## src/rtl/mmio_uart_tx_pkg.sv

```systemverilog
// Shared constants for the memory-mapped UART transmitter: register offsets,
// STATUS bit positions, field widths and the serialiser state encoding.
package mmio_uart_tx_pkg;

  // Word offsets (address[3:2]) inside the 16-byte register block
  localparam logic [1:0] UART_TXDATA = 2'd0;
  localparam logic [1:0] UART_STATUS = 2'd1;
  localparam logic [1:0] UART_BAUD   = 2'd2;
  localparam logic [1:0] UART_LED    = 2'd3;

  // STATUS register bit positions
  localparam int unsigned STAT_BUSY    = 0;
  localparam int unsigned STAT_FULL    = 1;
  localparam int unsigned STAT_EMPTY   = 2;
  localparam int unsigned STAT_OVF     = 3;
  localparam int unsigned STAT_CNT_LSB = 4;

  localparam int unsigned BAUD_W      = 16;
  localparam int unsigned LED_W       = 5;
  localparam int unsigned CNT_FIELD_W = 5;
  localparam int unsigned BYTE_W      = 8;

  typedef enum logic [1:0] {
    UART_IDLE  = 2'd0,
    UART_START = 2'd1,
    UART_DATA  = 2'd2,
    UART_STOP  = 2'd3
  } uart_state_e;

endpackage

```

## src/rtl/mmio_uart_tx_sync_fifo.sv

```systemverilog
// Synchronous FIFO with fall-through read data.
// Ports: clock/reset (sync, active-high); push/wdata write side; pop/rdata
// read side; full, empty and count status. A push while full is accepted only
// when a pop happens in the same cycle. Pop while empty is ignored.
module mmio_uart_tx_sync_fifo #(
  parameter int unsigned WIDTH = 8,
  parameter int unsigned DEPTH = 4
) (
  input  logic                       clock,
  input  logic                       reset,
  input  logic                       push,
  input  logic [WIDTH-1:0]           wdata,
  input  logic                       pop,
  output logic [WIDTH-1:0]           rdata,
  output logic                       full,
  output logic                       empty,
  output logic [$clog2(DEPTH):0]     count
);

  localparam int unsigned PTR_W = $clog2(DEPTH);
  localparam int unsigned CNT_W = PTR_W + 1;

  logic [WIDTH-1:0] mem_q [DEPTH];
  logic [PTR_W-1:0] wptr_q, wptr_d;
  logic [PTR_W-1:0] rptr_q, rptr_d;
  logic [CNT_W-1:0] count_q, count_d;
  logic             do_push;
  logic             do_pop;

  assign full  = (count_q == CNT_W'(DEPTH));
  assign empty = (count_q == '0);
  assign count = count_q;
  assign rdata = mem_q[rptr_q];

  assign do_pop  = pop && !empty;
  assign do_push = push && (!full || do_pop);

  // Pointer and occupancy update; power-of-two depth lets the pointers wrap naturally
  always_comb begin
    wptr_d  = wptr_q;
    rptr_d  = rptr_q;
    count_d = count_q;
    if (do_push) wptr_d = wptr_q + PTR_W'(1);
    if (do_pop)  rptr_d = rptr_q + PTR_W'(1);
    case ({do_push, do_pop})
      2'b10:   count_d = count_q + CNT_W'(1);
      2'b01:   count_d = count_q - CNT_W'(1);
      default: count_d = count_q;
    endcase
  end

  always_ff @(posedge clock) begin
    if (reset) begin
      wptr_q  <= '0;
      rptr_q  <= '0;
      count_q <= '0;
    end else begin
      wptr_q  <= wptr_d;
      rptr_q  <= rptr_d;
      count_q <= count_d;
    end
  end

  // Storage needs no reset: entries are only read after being written
  always_ff @(posedge clock) begin
    if (do_push) mem_q[wptr_q] <= wdata;
  end

endmodule

```

## src/rtl/mmio_uart_tx.sv

```systemverilog
// Memory-mapped UART transmitter (8N1) on the CPU data-memory port.
// Ports: clock/reset (sync, active-high); address/input_data/mem_read/
// mem_write/mem_op_length from the MEM stage; output_data combinational load
// data (0 unless a read hits this block); uart_tx registered serial line
// (idle high); led registered LED register.
// Registers: TXDATA (push byte), STATUS, BAUD_DIV, LED.
module mmio_uart_tx
  import mmio_uart_tx_pkg::*;
#(
  parameter logic [31:0] BASE_ADDR    = 32'h0000_1000,
  parameter int unsigned FIFO_DEPTH   = 4,
  parameter int unsigned CLKS_PER_BIT = 234
) (
  input  logic        clock,
  input  logic        reset,
  input  logic [31:0] address,
  input  logic [31:0] input_data,
  input  logic        mem_read,
  input  logic        mem_write,
  input  logic [2:0]  mem_op_length,
  output logic [31:0] output_data,
  output logic        uart_tx,
  output logic [4:0]  led
);

  localparam int unsigned CNT_W = $clog2(FIFO_DEPTH) + 1;

  uart_state_e         state_q, state_d;
  logic [BAUD_W-1:0]   baud_q, baud_d;
  logic [LED_W-1:0]    led_q, led_d;
  logic                ovf_q, ovf_d;
  logic [BAUD_W-1:0]   cnt_q, cnt_d;
  logic [2:0]          bit_q, bit_d;
  logic [BYTE_W-1:0]   shift_q, shift_d;
  logic                uart_tx_q, uart_tx_d;

  logic                hit;
  logic [1:0]          offset;
  logic                wr_en;
  logic                push_req;
  logic                fifo_pop;
  logic                fifo_full;
  logic                fifo_empty;
  logic [CNT_W-1:0]    fifo_count;
  logic [BYTE_W-1:0]   fifo_rdata;
  logic [BAUD_W-1:0]   period_m1;
  logic                busy;
  logic [31:0]         status_word;
  logic                unused_bits;

  assign unused_bits = ^{mem_op_length, address[1:0], input_data[31:16]};

  assign hit      = (address[31:4] == BASE_ADDR[31:4]);
  assign offset   = address[3:2];
  assign wr_en    = mem_write && hit;
  assign push_req = wr_en && (offset == UART_TXDATA);

  mmio_uart_tx_sync_fifo #(
    .WIDTH (BYTE_W),
    .DEPTH (FIFO_DEPTH)
  ) u_fifo (
    .clock (clock),
    .reset (reset),
    .push  (push_req),
    .wdata (input_data[7:0]),
    .pop   (fifo_pop),
    .rdata (fifo_rdata),
    .full  (fifo_full),
    .empty (fifo_empty),
    .count (fifo_count)
  );

  // Bit period minus one; a zero divisor behaves as one cycle per bit
  assign period_m1 = (baud_q == '0) ? '0 : baud_q - BAUD_W'(1);

  assign busy = (state_q != UART_IDLE) || (fifo_count != '0);

  always_comb begin
    status_word                                       = '0;
    status_word[STAT_BUSY]                            = busy;
    status_word[STAT_FULL]                            = fifo_full;
    status_word[STAT_EMPTY]                           = fifo_empty;
    status_word[STAT_OVF]                             = ovf_q;
    status_word[STAT_CNT_LSB +: CNT_FIELD_W]          = CNT_FIELD_W'(fifo_count);
  end

  // Load mux: side-effect free, shows pre-write values during a store
  always_comb begin
    output_data = '0;
    if (mem_read && hit) begin
      case (offset)
        UART_STATUS: output_data = status_word;
        UART_BAUD:   output_data = 32'(baud_q);
        UART_LED:    output_data = 32'(led_q);
        default:     output_data = '0;
      endcase
    end
  end

  // Register-file writes; a new overflow wins over a same-cycle clear
  always_comb begin
    baud_d = baud_q;
    led_d  = led_q;
    ovf_d  = ovf_q;
    if (wr_en && (offset == UART_BAUD)) baud_d = input_data[BAUD_W-1:0];
    if (wr_en && (offset == UART_LED))  led_d  = input_data[LED_W-1:0];
    if (wr_en && (offset == UART_STATUS) && input_data[STAT_OVF]) ovf_d = 1'b0;
    if (push_req && fifo_full && !fifo_pop) ovf_d = 1'b1;
  end

  // Serialiser next state; divisor is re-sampled at every bit start
  always_comb begin
    state_d  = state_q;
    cnt_d    = cnt_q;
    bit_d    = bit_q;
    shift_d  = shift_q;
    fifo_pop = 1'b0;
    case (state_q)
      UART_IDLE: begin
        if (!fifo_empty) begin
          fifo_pop = 1'b1;
          shift_d  = fifo_rdata;
          cnt_d    = period_m1;
          state_d  = UART_START;
        end
      end
      UART_START: begin
        if (cnt_q == '0) begin
          state_d = UART_DATA;
          bit_d   = '0;
          cnt_d   = period_m1;
        end else begin
          cnt_d = cnt_q - BAUD_W'(1);
        end
      end
      UART_DATA: begin
        if (cnt_q == '0) begin
          cnt_d   = period_m1;
          shift_d = shift_q >> 1;
          if (bit_q == 3'd7) state_d = UART_STOP;
          else               bit_d   = bit_q + 3'd1;
        end else begin
          cnt_d = cnt_q - BAUD_W'(1);
        end
      end
      UART_STOP: begin
        if (cnt_q == '0) state_d = UART_IDLE;
        else             cnt_d   = cnt_q - BAUD_W'(1);
      end
      default: state_d = UART_IDLE;
    endcase
  end

  // Line level follows the current state, so the line lags the FSM by one cycle
  always_comb begin
    uart_tx_d = 1'b1;
    case (state_q)
      UART_START: uart_tx_d = 1'b0;
      UART_DATA:  uart_tx_d = shift_q[0];
      default:    uart_tx_d = 1'b1;
    endcase
  end

  always_ff @(posedge clock) begin
    if (reset) begin
      state_q   <= UART_IDLE;
      baud_q    <= BAUD_W'(CLKS_PER_BIT);
      led_q     <= '0;
      ovf_q     <= 1'b0;
      cnt_q     <= '0;
      bit_q     <= '0;
      shift_q   <= '0;
      uart_tx_q <= 1'b1;
    end else begin
      state_q   <= state_d;
      baud_q    <= baud_d;
      led_q     <= led_d;
      ovf_q     <= ovf_d;
      cnt_q     <= cnt_d;
      bit_q     <= bit_d;
      shift_q   <= shift_d;
      uart_tx_q <= uart_tx_d;
    end
  end

  assign uart_tx = uart_tx_q;
  assign led     = led_q;

endmodule

```

## config.mk

```make
export PLATFORM = sky130hd
export DESIGN_NAME = mmio_uart_tx
export DESIGN_NICKNAME = d
export VERILOG_FILES = /design/src/rtl/mmio_uart_tx_pkg.sv /design/src/rtl/mmio_uart_tx_sync_fifo.sv /design/src/rtl/mmio_uart_tx.sv
export SDC_FILE = /design/constraint.sdc
export NUM_CORES = 1
export LEC_CHECK = 0
export ABC_AREA = 1
export CORE_MARGIN = 2
export CORE_UTILIZATION = 45
export DETAILED_ROUTE_END_ITERATION = 16
export GPL_ROUTABILITY_DRIVEN = 0
export PLACE_DENSITY_LB_ADDON = 0.12
export SYNTH_ARGS = -nofsm -noshare
export SYNTH_HDL_FRONTEND = slang
export SYNTH_SLANG_ARGS = --single-unit
```

## constraint.sdc

```tcl
create_clock -name clock -period 2 [get_ports clock]
set_clock_uncertainty 0.1 [all_clocks]
set_input_delay 0.4 -clock clock [delete_from_list [all_inputs] [get_ports clock]]
set_output_delay 0.4 -clock clock [all_outputs]
set_load 0.1 [all_outputs]
```

==> impl_metrics.json, run 1 <==
{
  "status": "finished, violations left",
  "violations": "setup timing",
  "initial_core_util_pct": 45.7,
  "cp-start-kind": "input pin",
  "wire_per_inst_um": 14.0,
  "htreeDepth": 3,
  "hold_viol": 0,
  "yosysSeqAreaShare_pct": 42.2,
  "fmax_mhz": 474,
  "finalNetCount": 881,
  "power.leakage_nw": 3.19,
  "endpoint_kind": "output pin",
  "stdcell_count": 943,
  "vias": 4790,
  "irDropWorstVdd_mv": 1.00,
  "clk_latency_ns": 0.35,
  "io-pin-count": 109,
  "synth_edf_count": 32,
  "fin_area_um2": 7280,
  "synth_top_cell_by_area": "dfxtp_1",
  "antenna_found_initial": 0,
  "die_w_um": 111,
  "p_total_mw": 7.93,
  "avgSynthCellArea_um2": 7.80,
  "cts_buffer_depth": 2,
  "synth_top_cell_area_share_pct": 23.6,
  "final_util_pct": 64.3,
  "io_buffers": 71,
  "cts_root_buffer": "clkbuf_16",
  "drive_above_1_share_pct": 28.0,
  "finalSetupViolCount": 16,
  "setup_slack_ns": -0.112,
  "grt_pass1_wl_um": 21500,
  "clkSlewWorstSetupHoldPaths_ns": 0.08,
  "slew_viol_final": 0,
  "crit_required_ns": 1.50,
  "r2r_cells": 12,
  "drc": 0,
  "min_period_ns": 2.11,
  "synth_most_common_cell": "nand2_1",
  "criticalPathCategory": "input pin to output pin",
  "synthTopCellsByArea": "dfxtp_1 24%, edfxtp_1 19%, nand2_1 7.6%",
  "maxSlewHeadroom_pct": 61.5,
  "synth_cell_types": 40,
  "worstMarginPinSlew_ns": 0.577,
  "core_um2": 11300,
  "post-route-period-util_pct": 106,
  "hpwl_um": 9640,
  "antenna_cells": 0,
  "grt_pass1_vias": 4694,
  "cap_violations": 0,
  "grt_max_degree": 24,
  "placedCellCount": 902,
  "synthArstFlopShare_pct": 0,
  "rsz0062_at_grt": "true",
  "numCtsBuffers": 9,
  "syn_to_final_growth_pct": 40.9,
  "dpl_cell_area_um2": 6640,
  "yosys_warnings": 0,
  "cts_tree": "done",
  "cts_hold_buf": 0,
  "hold_path_class": "register to register",
  "cts.sinks": 93,
  "rows": 39,
  "synth_cells": 663,
  "synth_commonest_cells": "105 x nand2_1, 97 x nor2_1, 87 x inv_1",
  "die_area_um2": 12400,
  "synth_flop_cell": "dfxtp_1",
  "ys_ff_latch": 93,
  "syn_area_um2": 5170,
  "drtIter0Drc": 314,
  "worstPathArrival_ns": 1.61,
  "r2r-start": "cnt_q[0]",
  "wl_um": 13200,
  "grtUsageTotal_pct": 21.5,
  "p_per_area_nw_per_um2": 1090,
  "grt.overflow.total": 0,
  "hp-start": "shift_q[7]",
  "die_y_um": 111,
  "crit_start": "address[16]",
  "worstHoldPathCells": 2,
  "critPathMaxFanout": 4,
  "first_pass_iters": 5,
  "ant_nets": 0,
  "vias_per_cell": 5.08
}
==> area by class of cell <==
cell class | count | area [um2]
fillers | 948 | 4040
multi-input cells | 460 | 2810
flip-flops and latches | 93 | 2190
repair buffers | 142 | 1460
inverters | 89 | 339
clock buffers | 9 | 225
well taps | 143 | 179
clock inverters | 7 | 75.1
==> report_power, final <==
part | total (mW) | internal, mW | switching [mW]
clock | 1.71 | 0.887 | 0.820
combinational | 3.80 | 1.59 | 2.21
sequential | 2.43 | 2.23 | 0.197
==> registers in the layout, summed over array words and instances (netlist names), named ones only <==
register / cells
shift_q: 8
cnt_q: 16
ovf_q: 1
bit_q: 3
baud_q: 16
u_fifo.wptr_q: 2
u_fifo.rptr_q: 2
led: 5
u_fifo.count: 3
u_fifo.mem_q: 32
state_q: 2
uart_tx: 1
==> stage by stage <==
step,setup WS (ns),TNS [ns],hold slack (ns)
after global routing,-0.190,-2.64,0.390
after CTS,-0.137,-1.54,0.371
after floorplan,-0.502,-4.15,0.324
after detailed placement,-0.511,-31.65,0.359
final,-0.112,-1.22,0.365
after global placement,-0.489,-29.93,0.350
==> placed cells by master (no fill, tap or decap), types with 16 or more instances in the layout <==
cell type / Yosys / layout
o21ai_0: 33 / 33
inv_1: 87 / 78
nand3_1: 42 / 42
clkdlybuf4s50_1: 0 / 19
conb_1: 1 / 16
nand2_1: 105 / 102
dfxtp_1: 61 / 54
xor2_1: 22 / 22
buf_12: 0 / 25
edfxtp_1: 32 / 32
nor2_1: 97 / 78
a21oi_1: 34 / 26
buf_4: 18 / 64
==> worst paths after layout <==
check | end | slack [ns]
worst min-delay path | shift_q[7] | 0.37
worst min register to register | shift_q[7] | 0.37
worst max register to register | cnt_q[8] | 0.06
worst max-delay path | output_data[5] | -0.11
==> kinds of logic after synthesis <==
group                    Yosys count  synth area share, %
AND/OR/NAND/NOR                  294                 25.9
adder cells (fa/ha/maj)           15                 3.78
XOR/XNOR                          23                 3.90
AO/OA/AOI/OAI                    112                 13.3
other                              1               0.0726
flip-flops                        93                 42.2
buffers and inverters            125                 10.8
==> per-layer routing <==
metal	vias up	part of all wire (%)	track usage (%)
li1	2428	-	-
met1	2214	43	25.8
met2	125	50	37.8
met3	23	5.1	4.87
met4	0	2.0	7.41
met5	-	0	0
==> critical path, stage by stage <==
cell     delay [ns]
buf_6          0.09
nor2_2         0.08
nand2_1        0.06
nor2_1         0.10
nand2_1        0.09
nor2_4         0.14
nand2_4        0.09
buf_12         0.13
buf_8          0.11
a21oi_4        0.13
buf_12         0.19
==> repair_timing <==
item | 4_1_cts | 5_1_grt
gates resized for setup | 123 | 29
buffers inserted | 8 | 17
pin swaps | 34 | 18
setup endpoints to repair | 63 | 46
Note: power is estimated with default switching activity, not from simulation.
==> inputs of run 2 (changes only) <==
--- a/config.mk
+++ b/config.mk
@@ -9,7 +9,6 @@
 export CORE_MARGIN = 2
 export CORE_UTILIZATION = 45
 export DETAILED_ROUTE_END_ITERATION = 16
-export GPL_ROUTABILITY_DRIVEN = 0
 export PLACE_DENSITY_LB_ADDON = 0.12
 export SYNTH_ARGS = -nofsm -noshare
 export SYNTH_HDL_FRONTEND = slang
==> constraint.sdc (replaced) <==
create_clock -name clock -period 1.86 [get_ports clock]
set_clock_uncertainty 0.1 [all_clocks]
set_input_delay 0.372 -clock clock [delete_from_list [all_inputs] [get_ports clock]]
set_output_delay 0.372 -clock clock [all_outputs]
set_load 0.1 [all_outputs]
==> impl_metrics.json, run 2 (same netlist as run 1, synthesis figures left out) <==
{
  "slew_viol_final": 0,
  "status": "finished, violations left",
  "clkSlewWorstSetupHoldPaths_ns": 0.06,
  "layout_commonest_cell": "nand2_1",
  "cp_cell_sequence": "buf_2 -> nor2_4 -> nand2_1 -> nor2_1 -> nand2_2 -> nor2_4 -> nand2_4 -> buf_6 -> nor3_4 -> buf_12",
  "die_area_um2": 12400,
  "final_cell_mix": "91 x nand2_1, 71 x inv_1, 71 x nor2_1",
  "critical-path-top-delay-family": "simple AND/OR/NAND/NOR gates",
  "largest_register_ffs": 32,
  "first_pass_iters": 4,
  "setup_slack_ns": -0.225,
  "cts_root_buffer": "clkbuf_16",
  "die_w_um": 111,
  "p_total_mw": 9.59,
  "syn_to_final_growth_pct": 50.8,
  "clk_latency_ns": 0.36,
  "drc": 0,
  "finalNetCount": 890,
  "post-route-period-util_pct": 112,
  "rows": 39,
  "hpwl_um": 10200,
  "cap_violations": 0,
  "worstPathArrival_ns": 1.61,
  "min_period_ns": 2.09,
  "rsz0062_at_grt": "true",
  "io-pin-count": 109,
  "irDropWorstVdd_mv": 0.997,
  "routabilityCongestion": 0.861,
  "antenna_cells": 0,
  "core_um2": 11300,
  "grt_pass1_wl_um": 23500,
  "wl_um": 14400,
  "grt_pass1_vias": 4989,
  "cp.depth": 10,
  "criticalPathCategory": "input pin to output pin",
  "grt_max_degree": 24,
  "antenna_found_initial": 0,
  "htreeDepth": 3,
  "p_per_area_nw_per_um2": 1230,
  "die_y_um": 111,
  "drive_above_1_share_pct": 35.8,
  "cp.buffers_inverters": 3,
  "cts.sinks": 93,
  "cts_tree": "done",
  "hold_viol": 0,
  "critPathMaxFanout": 5,
  "cp-start-kind": "input pin",
  "fmax_mhz": 480,
  "finalSetupViolCount": 44,
  "drtIter0Drc": 354,
  "reg_top3": "u_fifo.mem_q (32), baud_q (16), cnt_q (16)",
  "initial_core_util_pct": 45.7,
  "ant_nets": 0,
  "critPathMostFrequentCell": "nor2_4",
  "n_fill_cell": 908,
  "worst_hold_slack_ns": 0.376,
  "grt.overflow.total": 0,
  "io_buffers": 71,
  "vias": 4907,
  "wire_per_inst_um": 15.2,
  "endpoint_kind": "output pin",
  "worstHoldPathCells": 2,
  "slowest_delay_ns": 0.22,
  "hold_path_class": "register to register",
  "cts_buffer_depth": 2,
  "vias_per_cell": 5.15,
  "crit_path_top_delay_cell": "nor3_4",
  "numCtsBuffers": 9,
  "grtUsageTotal_pct": 23.5,
  "violations": "setup timing",
  "top_register": "u_fifo.mem_q",
  "crit_required_ns": 1.39,
  "r2r_cells": 12,
  "power.leakage_nw": 3.33
}
-- run 2: power breakdown --
part | total [mW] | switching [mW] | internal (mW) | leakage (nW)
clock | 1.83 | 0.862 | 0.966 | 0.142
sequential | 2.61 | 0.216 | 2.40 | 0.789
combinational | 5.14 | 2.87 | 2.27 | 2.40
total | 9.59 | 3.95 | 5.63 | 3.33
-- run 2: per-layer routing --
layer | track usage [%] | vias up | wire length (um)
met5 | 0 | - | 0
met4 | 6.09 | 0 | 228
met3 | 5.63 | 17 | 818
met2 | 41.3 | 131 | 7280
met1 | 29.0 | 2316 | 6120
li1 | - | 2443 | -
-- run 2: layout make-up --
type	count	area, um2	area share (%)
clock buffer	10	239	3.07
clock inverter	6	51.3	0.658
inverter	89	349	4.48
multi-input combinational	460	3120	40.1
sequential	93	2190	28.1
tap	143	179	2.30
timing repair buffer	151	1660	21.3
-- run 2: repair_timing --
item | CTS | global route
hold buffers | 0 | 0
setup buffers | 11 | 3
resized for setup | 174 | 63
endpoints found under the setup margin | 97 | 85
pin swaps | 58 | 47
cloned | 3 | 1
-- run 2: worst reg2reg max path, cell delays in order (launching register included) --
cell,delay (ns)
dfxtp_2,0.33
inv_2,0.07
ha_4,0.14
nand4_4,0.10
nor2_4,0.16
nand3_4,0.10
buf_6,0.14
buf_12,0.12
buf_6,0.11
buf_6,0.11
nor2_4,0.17
nand3_1,0.09
a21oi_1,0.13
-- run 2: per-stage QoR --
stage	setup TNS, ns	area [um2]	std cells	util (%)	setup WS (ns)
2_1_floorplan	-5.50	5530	678	-	-0.586
3_3_place_gp	-39.75	6920	919	61.1	-0.579
3_5_place_dp	-42.92	6920	919	61.1	-0.598
4_1_cts	-4.47	7570	949	66.8	-0.236
5_1_grt	-7.72	7790	952	68.9	-0.313
6_report	-3.72	7790	952	68.9	-0.225
-- run 2: worst paths after layout --
kind,from,slack [ns],endpoint
setup / recovery,address[21],-0.23,output_data[12]
hold reg to reg,bit_q[2],0.38,bit_q[2]
hold / removal,bit_q[2],0.38,bit_q[2]
setup reg to reg,cnt_q[0],-0.07,bit_q[1]
